$ cat config.mk
export PLATFORM = sky130hd
export DESIGN_NAME = dmem_arbiter
export DESIGN_NICKNAME = d
export VERILOG_FILES = /design/src/rtl/dmem_arb_pkg.sv /design/src/rtl/dmem_arb_pick.sv /design/src/rtl/dmem_arbiter.sv
export SDC_FILE = /design/constraint.sdc
export NUM_CORES = 1
export LEC_CHECK = 0
export CAP_MARGIN = 40
export CORE_MARGIN = 2
export CORE_UTILIZATION = 46
export DETAILED_ROUTE_END_ITERATION = 10
export PLACE_DENSITY_LB_ADDON = 0.2
export SYNTH_ARGS = -nofsm -noshare
export SYNTH_HDL_FRONTEND = slang
export SYNTH_SLANG_ARGS = --single-unit
$ cat constraint.sdc
create_clock -name clk -period 3.05 [get_ports clk]
set_input_delay 0.4575 -clock clk [delete_from_list [all_inputs] [get_ports clk]]
set_output_delay 0.4575 -clock clk [all_outputs]
set_load 0.005 [all_outputs]
$ cat src/rtl/dmem_arb_pkg.sv
// rtl/dmem_arb_pkg.sv - shared types and widths for the data memory arbiter
package dmem_arb_pkg;

   localparam int ARB_ADDR_W = 32;
   localparam int ARB_DATA_W = 32;
   localparam int ARB_MASK_W = ARB_DATA_W / 8;
   // Wide enough for any STARVE_MAX up to 15
   localparam int STARVE_W   = 4;

   typedef enum logic [2:0] {
      ST_IDLE,
      ST_BUSY_L,
      ST_BUSY_D,
      ST_DONE_L,
      ST_DONE_D
   } arb_state_e;

   typedef enum logic {
      REQ_LSU,
      REQ_DMA
   } req_id_e;

   typedef struct packed {
      logic                  wr;
      logic [ARB_MASK_W-1:0] mask;
      logic [ARB_ADDR_W-1:0] addr;
      logic [ARB_DATA_W-1:0] wdata;
   } mem_req_t;

endpackage

$ cat src/rtl/dmem_arb_pick.sv
// rtl/dmem_arb_pick.sv - LSU/DMA winner selection with a saturating starve counter
module dmem_arb_pick
   import dmem_arb_pkg::*;
#(
   parameter int STARVE_MAX = 4
) (
   input  logic    clk,
   input  logic    rst,
   input  logic    arb_i,
   input  logic    lsu_req_i,
   input  logic    dma_req_i,
   output logic    grant_o,
   output req_id_e winner_o
);

   logic [STARVE_W-1:0] cnt_q, cnt_d;
   logic                starved;

   assign starved = (cnt_q == STARVE_W'(STARVE_MAX));

   always_ff @(posedge clk or negedge rst) begin
      if (!rst) begin
         cnt_q <= '0;
      end else begin
         cnt_q <= cnt_d;
      end
   end

   always_comb begin
      grant_o  = arb_i & (lsu_req_i | dma_req_i);
      winner_o = (dma_req_i & (~lsu_req_i | starved)) ? REQ_DMA : REQ_LSU;
      cnt_d    = cnt_q;
      // Counter only moves on arbitration cycles; a lone LSU grant also clears it
      if (arb_i) begin
         if (!dma_req_i || winner_o == REQ_DMA) begin
            cnt_d = '0;
         end else if (lsu_req_i && !starved) begin
            cnt_d = cnt_q + 1'b1;
         end
      end
   end

endmodule

$ cat src/rtl/dmem_arbiter.sv
// rtl/dmem_arbiter.sv - single-port data memory arbiter between LSU and DMA requesters
module dmem_arbiter
   import dmem_arb_pkg::*;
#(
   parameter int ADDR_W     = 32,
   parameter int DATA_W     = 32,
   parameter int MEM_LAT    = 2,
   parameter int STARVE_MAX = 4
) (
   input  logic                clk,
   input  logic                rst,
   input  logic                lsu_cs,
   input  logic                lsu_wr,
   input  logic [DATA_W/8-1:0] lsu_mask,
   input  logic [ADDR_W-1:0]   lsu_addr,
   input  logic [DATA_W-1:0]   lsu_wdata,
   output logic [DATA_W-1:0]   lsu_rdata,
   output logic                lsu_stall,
   input  logic                dma_req,
   input  logic                dma_wr,
   input  logic [DATA_W/8-1:0] dma_mask,
   input  logic [ADDR_W-1:0]   dma_addr,
   input  logic [DATA_W-1:0]   dma_wdata,
   output logic                dma_gnt,
   output logic                dma_done,
   output logic [DATA_W-1:0]   dma_rdata,
   output logic                cs,
   output logic                wr,
   output logic [DATA_W/8-1:0] mask,
   output logic [ADDR_W-1:0]   addr,
   output logic [DATA_W-1:0]   data_wr,
   input  logic [DATA_W-1:0]   data_rd
);

   localparam int MASK_W = DATA_W / 8;
   localparam int LAT_W  = 2;

   arb_state_e        state_q, state_d;
   logic [LAT_W-1:0]  lat_q, lat_d;
   mem_req_t          req_q, req_d;
   logic              cs_q, cs_d;
   logic [DATA_W-1:0] lsu_rdata_q, lsu_rdata_d;
   logic [DATA_W-1:0] dma_rdata_q, dma_rdata_d;
   logic              grant;
   req_id_e           winner;
   logic              last_beat;

   dmem_arb_pick #(
      .STARVE_MAX (STARVE_MAX)
   ) u_pick (
      .clk       (clk),
      .rst       (rst),
      .arb_i     (state_q == ST_IDLE),
      .lsu_req_i (lsu_cs),
      .dma_req_i (dma_req),
      .grant_o   (grant),
      .winner_o  (winner)
   );

   assign last_beat = (lat_q == LAT_W'(MEM_LAT - 1));

   always_ff @(posedge clk or negedge rst) begin
      if (!rst) begin
         state_q     <= ST_IDLE;
         lat_q       <= '0;
         req_q       <= '0;
         cs_q        <= 1'b0;
         lsu_rdata_q <= '0;
         dma_rdata_q <= '0;
      end else begin
         state_q     <= state_d;
         lat_q       <= lat_d;
         req_q       <= req_d;
         cs_q        <= cs_d;
         lsu_rdata_q <= lsu_rdata_d;
         dma_rdata_q <= dma_rdata_d;
      end
   end

   always_comb begin
      state_d = state_q;
      unique case (state_q)
         ST_IDLE:   if (grant) state_d = (winner == REQ_DMA) ? ST_BUSY_D : ST_BUSY_L;
         ST_BUSY_L: if (last_beat) state_d = ST_DONE_L;
         ST_BUSY_D: if (last_beat) state_d = ST_DONE_D;
         default:   state_d = ST_IDLE;
      endcase
   end

   always_comb begin
      lat_d       = '0;
      cs_d        = cs_q;
      req_d       = req_q;
      lsu_rdata_d = lsu_rdata_q;
      dma_rdata_d = dma_rdata_q;
      unique case (state_q)
         ST_IDLE: begin
            if (grant) begin
               cs_d = 1'b1;
               if (winner == REQ_DMA) begin
                  req_d.wr    = dma_wr;
                  req_d.mask  = ARB_MASK_W'(dma_mask);
                  req_d.addr  = ARB_ADDR_W'(dma_addr);
                  req_d.wdata = ARB_DATA_W'(dma_wdata);
               end else begin
                  req_d.wr    = lsu_wr;
                  req_d.mask  = ARB_MASK_W'(lsu_mask);
                  req_d.addr  = ARB_ADDR_W'(lsu_addr);
                  req_d.wdata = ARB_DATA_W'(lsu_wdata);
               end
            end
         end
         ST_BUSY_L, ST_BUSY_D: begin
            if (last_beat) begin
               cs_d  = 1'b0;
               req_d = '0;
               // Writes leave the previous read data in place
               if (!req_q.wr) begin
                  if (state_q == ST_BUSY_L) lsu_rdata_d = data_rd;
                  else                      dma_rdata_d = data_rd;
               end
            end else begin
               lat_d = lat_q + 1'b1;
            end
         end
         default: ;
      endcase
   end

   assign cs        = cs_q;
   assign wr        = req_q.wr;
   assign mask      = req_q.mask[MASK_W-1:0];
   assign addr      = req_q.addr[ADDR_W-1:0];
   assign data_wr   = req_q.wdata[DATA_W-1:0];
   assign lsu_rdata = lsu_rdata_q;
   assign dma_rdata = dma_rdata_q;
   assign lsu_stall = lsu_cs & (state_q != ST_DONE_L);
   // Gated by reset so no grant can leak out while the block is held in reset
   assign dma_gnt   = rst & grant & (winner == REQ_DMA);
   assign dma_done  = (state_q == ST_DONE_D);

endmodule

==> metrics.yaml <==
logic_synthesis:
  syn_area_per_cell_um2: 11.4
  synthesis.area_um2: 7040
  yosys.area.top_type_share: 0.508
  synth_area_leaders: "dfrtp_1 (51%), mux2_4 (13%), o2111ai_1 (8.6%)"
  yosys_register_bits: 143
  synth_area_leader_cell: "dfrtp_1"
  yosysUniqueCellTypes: 37
  synthCells: 616
  yosysWarnings: 0
  ys_seq_area_frac: 0.508
  synth_nets: 792
placement:
  dp.final_hpwl_um: 15200
  port_buffers: 310
  globalplace.congestion: 0.858
floorplan:
  die_h_um: 128
  die_area_um2: 16300
  die_width_um: 128
  core_area_um2: 15100
  initial_core_util: 0.467
  top_level_ports: 311
  rows: 45
grt:
  grt_pass1_vias: 6646
  grt_pass1_wl_um: 37200
  overflow: 0
  grt_max_degree: 73
  antenna_found_initial: 0
  grt_usage: 0.287
power_and_ir_drop:
  internal_power_mw: 7.11
  comb_power_share: 0.469
  vdd_ir_drop_max_v: 0.000614
  power_density_nw_per_um2: 986
  leakage_nw: 4.35
  p_sw_frac: 0.336
  power_frac_clock: 0.214
  switchingPower_mw: 3.60
  power_mw: 10.7
  pwr-share-seq: 0.317
min_path:
  worstHoldPathType: "primary input to async pin"
sta:
  slew_headroom: 0.446
  holdWs_ns: 0.448
  period_needed_ns: 2.58
  setup_viol: 0
  finalClockSkew_ns: 0.0154
  setup_tns_ns: 0
  worstMarginPinSlew_ns: 0.831
  slew_viol_final: 0
  rsz0062_at_grt: "no"
  hold_violations: 0
  clock.fmax_mhz: 388
  finalCritPeriodShare: 0.846
critical_path:
  crit_type: "register to output port"
  cp_data_required_time_ns: 2.59
  r2r_end: "lsu_rdata[11]"
  reg2reg_from: "state_q[2]"
  r2r_setup_slack_ns: 0.51
  cp-start-kind: "register"
  endpoint_kind: "output port"
  crit_fanout: 5
  arrival_ns: 2.12
  r2r_cells: 4
cts:
  cts_setup_buffers: 0
  ctsHoldBuffers: 1
  cts.path.max_buffers: 2
  cts_tree: "yes"
  h-tree-depth: 4
  clock_latency_ns: 0.42
  cts.sinks: 143
  root_buffer: "clkbuf_16"
  clk_pin_slew_ns: 0.06
  numCtsBuffers: 17
  cts_resized: 0
routing:
  drc: 0
  drt-wirelength-per-cell_um: 21.7
  vias: 6626
  wl_um: 23500
  antenna_left: 0
  vias_per_cell: 6.11
  drtPass1Iterations: 5
  drt-initial-drc-count: 480
final_layout:
  mostFrequentLayoutCells: "clkdlybuf4s50_1 (308), dfrtp_1 (143), o21ai_0 (72), nand3_1 (71), o211ai_1 (70)"
  final_common_cell: "clkdlybuf4s50_1"
  synthToLayoutAreaGrowth_pct: 54.2
  final_nets: 1059
  diodes: 0
  drive_above_1_share: 0.136
run:
  cap_violations: 0
run_status:
  status: "completed"
==> metrics by stage <==
| stage | area [um^2] | cells | worst slack, ns | utilization |
|---|---|---|---|---|
| global route | 10900 | 1084 | 0.334 | 0.719 |
| finish | 10900 | 1084 | 0.471 | 0.719 |
| detailed placement | 10200 | 1051 | 0.507 | 0.676 |
| global placement | 10200 | 1051 | 0.553 | 0.676 |
| floorplan | 7040 | 616 | 1.08 | - |
| CTS | 10900 | 1084 | 0.446 | 0.719 |
==> how the worst max path moves through the flow <==
stage,from,end,slack (ns),cells after the start
after floorplan,u_pick.cnt_q[0],dma_gnt,1.08,7
after global placement,state_q[2],dma_rdata[1],0.55,4
after detailed placement,state_q[2],lsu_rdata[9],0.51,4
after CTS,u_pick.cnt_q[0],dma_gnt,0.45,6
after global routing,u_pick.cnt_q[0],dma_gnt,0.33,6
final,u_pick.cnt_q[0],dma_gnt,0.47,6
==> final cells by class <==
type / instances / area, um^2
Multi-Input combinational cell: 391 / 3130
Sequential cell: 143 / 3580
Timing Repair Buffer: 327 / 3250
Inverter: 3 / 11.3
Clock inverter: 13 / 211
Tap cell: 188 / 235
Fill cell: 1044 / 4240
Clock buffer: 19 / 433
==> cell families (layout without fill, tap and decap cells) <==
| group | after synthesis | in the layout | share of synthesized area |
|---|---|---|---|
| AO/OA/AOI/OAI | 218 | 218 | 0.220 |
| adder cells (fa/ha/maj) | 2 | 2 | 0.00355 |
| buffers and inverters | 82 | 362 | 0.0519 |
| flip-flops | 143 | 143 | 0.508 |
| multiplexers | 66 | 66 | 0.137 |
| AND/OR/NAND/NOR | 105 | 105 | 0.0791 |
==> synthesized netlist by cell type (all sizes together) <==
cell type and instances:
a2111oi 1, a211oi 2, a21oi 1, a22o 1
and2 2, and3b 1, buf 15, clkbuf 64
dfrtp 143, ha 2, inv 3, mux2 65
mux2i 1, nand2 6, nand2b 5, nand3 71
nand3b 1, nand4 2, nand4b 1, nor2 6
nor2b 1, nor3 3, nor4 1, nor4b 1
o2111ai 69, o211ai 70, o21ai 72, o21bai 1
o22ai 1, or3 3, or3b 1
==> sequential cells by signal, summed over array words and instances (netlist names) <==
name,cells
addr,32
u_pick.cnt_q,4
state_q,3
cs,1
lsu_rdata,32
lat_q,2
dma_rdata,32
mask,4
data_wr,32
wr,1
==> worst max-delay path, cell delays in order (launching register included) <==
cell and delay (ns):
dfrtp_1 0.41, inv_1 0.06, ha_1 0.23, and3b_2 0.22, o21ai_0 0.22, nor2_1 0.08
clkdlybuf4s50_1 0.48
==> power by group through the flow <==
stage / Combinational [mW] / Sequential (mW) / Clock (mW)
after floorplan: 2.43 / 3.30 / 0
after global placement: 4.89 / 3.36 / 0
after detailed placement: 5.01 / 3.40 / 0
after CTS: 5.04 / 3.39 / 2.32
after global routing: 5.38 / 3.49 / 2.42
final: 5.02 / 3.39 / 2.29
==> layer usage <==
layer,track usage,routed length [um],up-vias
li1,-,-,2924
met3,0.0906,2050,51
met5,0,0,-
met1,0.376,9450,3301
met4,0.101,769,0
met2,0.453,11300,350
(Power assumes the default switching activity.)
